<file path="src/rtl/rv_mem_arbiter.sv">
// rv_mem_arbiter
//   Round-robin arbiter sharing one rv_mem-style memory port between NUM_REQ
//   requesters. The issued request sits in a registered output stage. Read
//   responses return in issue order and are steered back to the requester
//   that issued them by an in-order FIFO of requester IDs.
//
// Ports
//   clk, rst            clock, synchronous active-high reset
//   req_valid/ready     per-requester request handshake
//   req_write           per-requester op (1 = write, 0 = read)
//   req_addr/req_data   packed per-requester address / write data (slice i = requester i)
//   resp_valid/ready    per-requester read-response handshake (resp_valid one-hot or zero)
//   resp_data           read data, broadcast to all requesters
//   mem_valid/ready     memory request handshake
//   mem_write/addr/data memory request payload
//   mem_resp_valid/ready/data  memory read-data return, in issue order
//   err                 sticky flag: read data arrived with nothing outstanding
module rv_mem_arbiter #(
  parameter int NUM_REQ       = 2,
  parameter int ADDR_WIDTH    = 32,
  parameter int DATA_WIDTH    = 32,
  parameter int PENDING_DEPTH = 4
) (
  input  logic                           clk,
  input  logic                           rst,
  input  logic [NUM_REQ-1:0]             req_valid,
  output logic [NUM_REQ-1:0]             req_ready,
  input  logic [NUM_REQ-1:0]             req_write,
  input  logic [NUM_REQ*ADDR_WIDTH-1:0]  req_addr,
  input  logic [NUM_REQ*DATA_WIDTH-1:0]  req_data,
  output logic [NUM_REQ-1:0]             resp_valid,
  input  logic [NUM_REQ-1:0]             resp_ready,
  output logic [DATA_WIDTH-1:0]          resp_data,
  output logic                           mem_valid,
  input  logic                           mem_ready,
  output logic                           mem_write,
  output logic [ADDR_WIDTH-1:0]          mem_addr,
  output logic [DATA_WIDTH-1:0]          mem_data,
  input  logic                           mem_resp_valid,
  output logic                           mem_resp_ready,
  input  logic [DATA_WIDTH-1:0]          mem_resp_data,
  output logic                           err
);

  localparam int IDW = $clog2(NUM_REQ);
  localparam int PW  = $clog2(PENDING_DEPTH);
  localparam int CW  = PW + 1;

  // Output stage registers
  logic                  vld_p0;
  logic                  write_p0;
  logic [ADDR_WIDTH-1:0] addr_p0;
  logic [DATA_WIDTH-1:0] data_p0;

  // Arbitration and pending-read bookkeeping
  logic [IDW-1:0] rr_ptr;
  logic [IDW-1:0] fifo_q [PENDING_DEPTH];
  logic [PW-1:0]  wr_ptr;
  logic [PW-1:0]  rd_ptr;
  logic [CW-1:0]  count;
  logic           err_q;

  logic [NUM_REQ-1:0]    elig;
  logic                  found;
  logic [IDW-1:0]        gidx;
  logic                  sel_write;
  logic [ADDR_WIDTH-1:0] sel_addr;
  logic [DATA_WIDTH-1:0] sel_data;
  logic                  load;
  logic                  accept;
  logic                  push;
  logic                  pop;
  logic                  spurious;
  logic                  nonempty;
  logic [IDW-1:0]        head;
  logic                  head_ready;

  function automatic logic [IDW-1:0] wrap_inc(input logic [IDW-1:0] v);
    if (int'(v) == NUM_REQ - 1) return '0;
    return v + IDW'(1);
  endfunction

  // Eligibility uses the registered count only, so a pop this cycle never
  // opens a slot for a read competing in the same cycle.
  always_comb begin
    elig = '0;
    for (int i = 0; i < NUM_REQ; i++) begin
      elig[i] = req_valid[i] && (req_write[i] || (count < CW'(PENDING_DEPTH)));
    end
  end

  // Winner is the eligible requester with the smallest upward distance from
  // rr_ptr; scanning by requester keeps every slice index constant.
  always_comb begin
    int best;
    int d;
    best      = NUM_REQ;
    d         = 0;
    found     = 1'b0;
    gidx      = '0;
    sel_write = 1'b0;
    sel_addr  = '0;
    sel_data  = '0;
    for (int i = 0; i < NUM_REQ; i++) begin
      d = i - int'(rr_ptr);
      if (d < 0) d = d + NUM_REQ;
      if (elig[i] && (d < best)) begin
        best      = d;
        found     = 1'b1;
        gidx      = IDW'(i);
        sel_write = req_write[i];
        sel_addr  = req_addr[i*ADDR_WIDTH +: ADDR_WIDTH];
        sel_data  = req_data[i*DATA_WIDTH +: DATA_WIDTH];
      end
    end
  end

  assign load   = !vld_p0 || mem_ready;
  assign accept = found && load;
  assign push   = accept && !sel_write;

  always_comb begin
    req_ready = '0;
    for (int i = 0; i < NUM_REQ; i++) begin
      req_ready[i] = accept && (gidx == IDW'(i));
    end
  end

  // Response routing: purely combinational from the FIFO head
  assign nonempty = (count != '0);
  assign head     = fifo_q[rd_ptr];

  always_comb begin
    resp_valid = '0;
    head_ready = 1'b0;
    for (int i = 0; i < NUM_REQ; i++) begin
      if (head == IDW'(i)) begin
        resp_valid[i] = mem_resp_valid && nonempty;
        head_ready    = resp_ready[i];
      end
    end
  end

  // With nothing outstanding the memory is always drained so stray data
  // cannot stall the return channel.
  assign mem_resp_ready = nonempty ? head_ready : 1'b1;
  assign resp_data      = mem_resp_data;
  assign pop            = mem_resp_valid && nonempty && head_ready;
  assign spurious       = mem_resp_valid && !nonempty;

  // Stage p0: request register and control state
  always_ff @(posedge clk) begin
    if (rst) begin
      vld_p0   <= 1'b0;
      write_p0 <= 1'b0;
      addr_p0  <= '0;
      data_p0  <= '0;
      rr_ptr   <= '0;
      wr_ptr   <= '0;
      rd_ptr   <= '0;
      count    <= '0;
      err_q    <= 1'b0;
    end else begin
      if (load) begin
        vld_p0 <= found;
        if (found) begin
          write_p0 <= sel_write;
          addr_p0  <= sel_addr;
          data_p0  <= sel_data;
          rr_ptr   <= wrap_inc(gidx);
        end
      end
      if (push) wr_ptr <= wr_ptr + PW'(1);
      if (pop)  rd_ptr <= rd_ptr + PW'(1);
      case ({push, pop})
        2'b10:   count <= count + CW'(1);
        2'b01:   count <= count - CW'(1);
        default: ;
      endcase
      if (spurious) err_q <= 1'b1;
    end
  end

  always_ff @(posedge clk) begin
    if (push) fifo_q[wr_ptr] <= gidx;
  end

  assign mem_valid = vld_p0;
  assign mem_write = write_p0;
  assign mem_addr  = addr_p0;
  assign mem_data  = data_p0;
  assign err       = err_q;

endmodule
</file>
<file path="config.mk">
export PLATFORM = sky130hd
export DESIGN_NAME = rv_mem_arbiter
export DESIGN_NICKNAME = d
export VERILOG_FILES = /design/src/rtl/rv_mem_arbiter.sv
export SDC_FILE = /design/constraint.sdc
export NUM_CORES = 1
export LEC_CHECK = 0
export BUFFER_PORTS_ARGS = -buffer_cell sky130_fd_sc_hd__buf_2
export CAP_MARGIN = 20
export CORE_AREA = 2 2 105 107
export CTS_CLUSTER_DIAMETER = 50
export DETAILED_ROUTE_END_ITERATION = 6
export DIE_AREA = 0 0 107 109
export PLACE_DENSITY_LB_ADDON = 0.15
export REMOVE_ABC_BUFFERS = 1
export SLEW_MARGIN = 20
export SYNTH_ARGS = -nofsm -noshare
export SYNTH_HDL_FRONTEND = slang
export SYNTH_SLANG_ARGS = --single-unit
</file>
<file path="constraint.sdc">
create_clock -name clk -period 3.1 [get_ports clk]
set_clock_uncertainty 0.15 [all_clocks]
set_input_delay 0.31 -clock clk [delete_from_list [all_inputs] [get_ports clk]]
set_output_delay 0.31 -clock clk [all_outputs]
set_load 0.005 [all_outputs]
</file>
* Yosys cells after proc, flatten, opt, wreduce, memory -nomap -nowiden
Memories as Yosys holds them, arrays and structs flattened. A register that Yosys moved wholly into a read port is not among the register bits. Cells that the tools add are included.
Word-level totals: register bits after elaboration 75, memory bits (writable) 4, bits of input ports 170, output and inout bits 104, logic and storage cells 74, memories 1
Memories:
- fifo_q | words 4, bits a word 1, read ports 1, clocked after memory_dff 1, wr ports 1, RTL line 57 | logic [IDW-1:0] fifo_q [PENDING_DEPTH];
Cells by class: add/sub/neg operators 9, $lt $le $gt $ge 5, eq/ne operators 2, mux-type cells 27, bitwise gates (word level) 1, reduce and logical (&&, ||, !) cells 20
Operators with widths (count):
- $mux W32 | 7
- $lt A32 B3 Y1 const B | 1
- $lt A32 B32 Y1 | 1
- $mux W1 | 17
- $logic_and A1 B1 Y1 | 11
- $add A2 B3 Y4 const B | 2
- $pmux W3 S2 | 1
- $add A2 B1 Y2 const B | 2
- $lt A2 B1 Y1 const B | 2
- $mux W2 | 2
- $sub A1 B1 Y2 const A | 2
- $add A3 B1 Y3 const B | 1
- $logic_not A1 Y1 | 3
- $logic_or A1 B1 Y1 | 3
- $lt A3 B3 Y1 const B | 1
- $reduce_bool A3 Y1 | 1
- $sub A3 B1 Y3 const B | 1
- $eq A2 B1 Y1 const B | 1
- $eq A2 B2 Y1 const B | 1
- $reduce_and A2 Y1 | 1
- $reduce_bool A2 Y1 | 1
- $add A1 B1 Y1 const B | 1
- $not A1 Y1 | 1

* Depth between registers and ports, before layout
depth after elaboration 14, mapped depth 10, gate-level depth less buffers 10

* Least setup slack after synthesis
No wires, ideal clock.
path kind flip-flop to flip-flop, from register (tool-made name), to register count[2], setup time 0.071 ns, arrival time 2.357 ns, path slack 0.522 ns, cell stages (with the launch flop) 10, period minus slack after synthesis 2.578 ns, cell sequence dfxtp_1 -> mux4_2 -> mux2i_1 -> nor2_1 -> ha_1 -> inv_1 -> fa_1 -> xor2_1 -> or3_1 -> a21oi_1
RTL lines:
- end signal, assigned | RTL line 176 | 2'b10: count <= count + CW'(1);
- end signal, assigned | RTL line 177 | 2'b01: count <= count - CW'(1);
- end, declared | RTL line 60 | logic [CW-1:0] count;

==> results.json <==
{
  "final.setup.tns_ns": 0,
  "dp.cells": 641,
  "slew_violations": 0,
  "cts_tree": "done",
  "vias": 3403,
  "slew_headroom_pct": 67.8,
  "cp_slowest_cell": "mux4_2",
  "crit_type": "reg -> reg",
  "arrival_ns": 2.90,
  "yosysSeqAreaShare_pct": 45.4,
  "max_slew.worst_pin.slew_ns": 0.483,
  "fin_crit_sh_pct": 89.0,
  "required_ns": 3.24,
  "dieWidth_um": 107,
  "grt_max_degree": 53,
  "ir_drop_mv": 0.232,
  "hold_path.class": "in -> reg",
  "crit_chain": "mux4_2, mux2i_1, nor2_1, ha_1, inv_1, fa_1, xor2_1, or3_1, a21oi_1",
  "hold_viol": 0,
  "grt_overflow": 0,
  "numCtsBuffers": 9,
  "ios": 274,
  "critPathBufInv": 1,
  "core_sq_um": 10600,
  "fp-row-count": 38,
  "synth_xor_area_share_pct": 0.478,
  "antenna_found_initial": 0,
  "whs_ns": 0.0784,
  "clock_path_buffers": 2,
  "fp.dieArea_sq_um": 11700,
  "cts.repair.resized": 0,
  "area_growth_pct": 30.1,
  "vias_per_cell": 5.18,
  "start_util_pct": 34.6,
  "ctsHoldBuffers": 0,
  "post-route-util_pct": 44.9,
  "synth_compound_area_share_pct": 33.3,
  "ys_types": 38,
  "first_pass_iters": 6,
  "synth_mux_area_share_pct": 1.50,
  "place_congestion": 0.778,
  "power_leakage_nw": 2.17,
  "routedWlPerCell_um": 17.9,
  "synth_area_sq_um": 3660,
  "synth-simple-area-share_pct": 5.50,
  "htreeDepth": 3,
  "postRouteAntennaNets": 0,
  "portBuffers": 209,
  "hpwl_mm": 8.92,
  "yosys.area_share.adder_pct": 2.25,
  "end_kind": "flop",
  "critPathLaunchType": "flop",
  "synth_top_family_by_area": "compound AO/OA/AOI/OAI gates",
  "final_cells": 657,
  "clk_pin_slew_ns": 0.08,
  "status": "finished, final reports clean",
  "grt_pass1_vias": 3192,
  "rsz0062_at_grt": "no",
  "routed_wirelength_mm": 11.8,
  "synth-seq-cells": 81,
  "final_nets": 688,
  "root_buffer": "clkbuf_8",
  "critPathTopFamily": "multiplexers",
  "antenna_cells": 0,
  "clkSinkCount": 81,
  "track_usage_pct": 20.0,
  "drive_gt1_share_pct": 47.4,
  "drt_iter0_drc": 171,
  "syn_area_per_cell_sq_um": 10.6,
  "cts_setup_buffers": 0,
  "grt_pass1_wl_mm": 17.3,
  "rrSetupSlack_ns": 0.34,
  "die_height_um": 109,
  "power_density_nw_per_um2": 534,
  "period_minus_slack_ns": 2.76,
  "max_stage_delay_ns": 0.52,
  "clk_latency_ns": 0.35,
  "synthesis.instances": 344,
  "fmax_ghz": 0.362,
  "mostFrequentLayoutCell": "buf_2",
  "drc": 0,
  "final_cell_mix": "209 x buf_2, 77 x dfxtp_1, 64 x o2bb2ai_1",
  "ys_warn_count": 0,
  "crit_fanout": 4,
  "report.final.setup_viol": 0,
  "cap_violations": 0
}
[cells by family after synthesis]
family | after synthesis
compound gates | 145
xor+xnor | 2
fa+ha+maj | 6
buf+inv | 68
flops | 81
mux | 4
simple gates | 38
[power by group]
group | internal [mW] | total [mW] | switching (mW)
registers | 1.15 | 1.20 | 0.0528
clock network | 0.450 | 0.818 | 0.368
logic | 0.253 | 0.529 | 0.276
total | 1.85 | 2.54 | 0.697
[through the flow]
step           setup WS, ns  area (sq um)  total power [mW]
2_1_floorplan         0.453          3270              1.49
3_3_place_gp          0.397          4560              1.75
3_5_place_dp          0.338          4560              1.75
4_1_cts               0.309          4760              2.58
5_1_grt               0.109          4760              2.69
6_report              0.339          4760              2.54
[final timing paths]
check / endpoint / start / cells past startpoint
worst min register to register: mem_addr[27]$_SDFFE_PP0P_ / mem_addr[27]$_SDFFE_PP0P_ / 1
worst max-delay path: count[2]$_SDFFE_PP0P_ / fifo_q[3]$_DFFE_PP_ / 9
worst max register to register: count[2]$_SDFFE_PP0P_ / fifo_q[3]$_DFFE_PP_ / 9
worst min-delay path: err$_SDFFE_PP0P_ / mem_resp_valid / 3
[Yosys cell counts]
cell / instances / area, sq um
o211a_1: 1 / 10.0
inv_1: 9 / 33.8
ha_1: 5 / 62.6
o2bb2ai_1: 64 / 561
mux4_2: 1 / 22.5
buf_6: 6 / 67.6
nand2b_1: 1 / 6.26
dfxtp_1: 77 / 1540
nor2_2: 1 / 6.26
a22oi_1: 55 / 413
or2_2: 1 / 6.26
a32o_1: 1 / 10.0
nand3_1: 3 / 15.0
mux2i_1: 1 / 10.0
and2b_1: 1 / 7.51
a311oi_4: 1 / 26.3
nand2_1: 3 / 11.3
nor2_1: 10 / 37.5
nor2b_1: 4 / 25.0
buf_4: 32 / 240
mux2_2: 2 / 22.5
buf_2: 5 / 25.0
nor3_1: 3 / 15.0
and3_1: 5 / 31.3
a21oi_1: 7 / 35.0
edfxtp_1: 4 / 120
nand2b_2: 1 / 8.76
buf_1: 1 / 3.75
clkbuf_1: 15 / 56.3
o21ai_0: 2 / 10.0
or3_1: 3 / 18.8
and2_1: 2 / 12.5
fa_1: 1 / 20.0
a31oi_1: 1 / 6.26
xor2_1: 2 / 17.5
a22oi_2: 10 / 125
a21o_1: 2 / 15.0
o21bai_1: 1 / 7.51
[routing by layer]
| layer | part of all wire [%] | vias up | wire, um | global-route usage (%) |
|---|---|---|---|---|
| met5 | 0.46 | - | 54 | 3.57 |
| met4 | 1.7 | 2 | 201 | 7.24 |
| met3 | 14 | 17 | 1600 | 13.0 |
| met2 | 45 | 166 | 5250 | 30.1 |
| met1 | 40 | 1592 | 4670 | 22.5 |
| li1 | - | 1626 | - | - |
[worst register-to-register path: stages, from the launching register on]
cell      delay, ns
edfxtp_1       0.37
mux4_2         0.52
mux2i_1        0.19
nor2_1         0.22
ha_1           0.23
inv_1          0.06
fa_1           0.37
xor2_1         0.15
or3_1          0.30
a21oi_1        0.14
[area by class of cell]
type / count / area [sq um]
clock buffer: 12 / 135
clock inverter: 4 / 67.6
fill: 1050 / 5840
inverter: 9 / 33.8
multi-input combinational: 195 / 1580
sequential: 81 / 1660
tap: 140 / 175
timing repair buffer: 216 / 1110
[flip-flops by register name (all words and copies together), names as in the netlist, named ones only]
register and flops:
count 3, err 1, fifo_q 4, mem_addr 32, mem_data 32, mem_valid 1
mem_write 1, rd_ptr 2, rr_ptr 1, wr_ptr 2
Note: power is estimated with default switching activity, not from simulation.
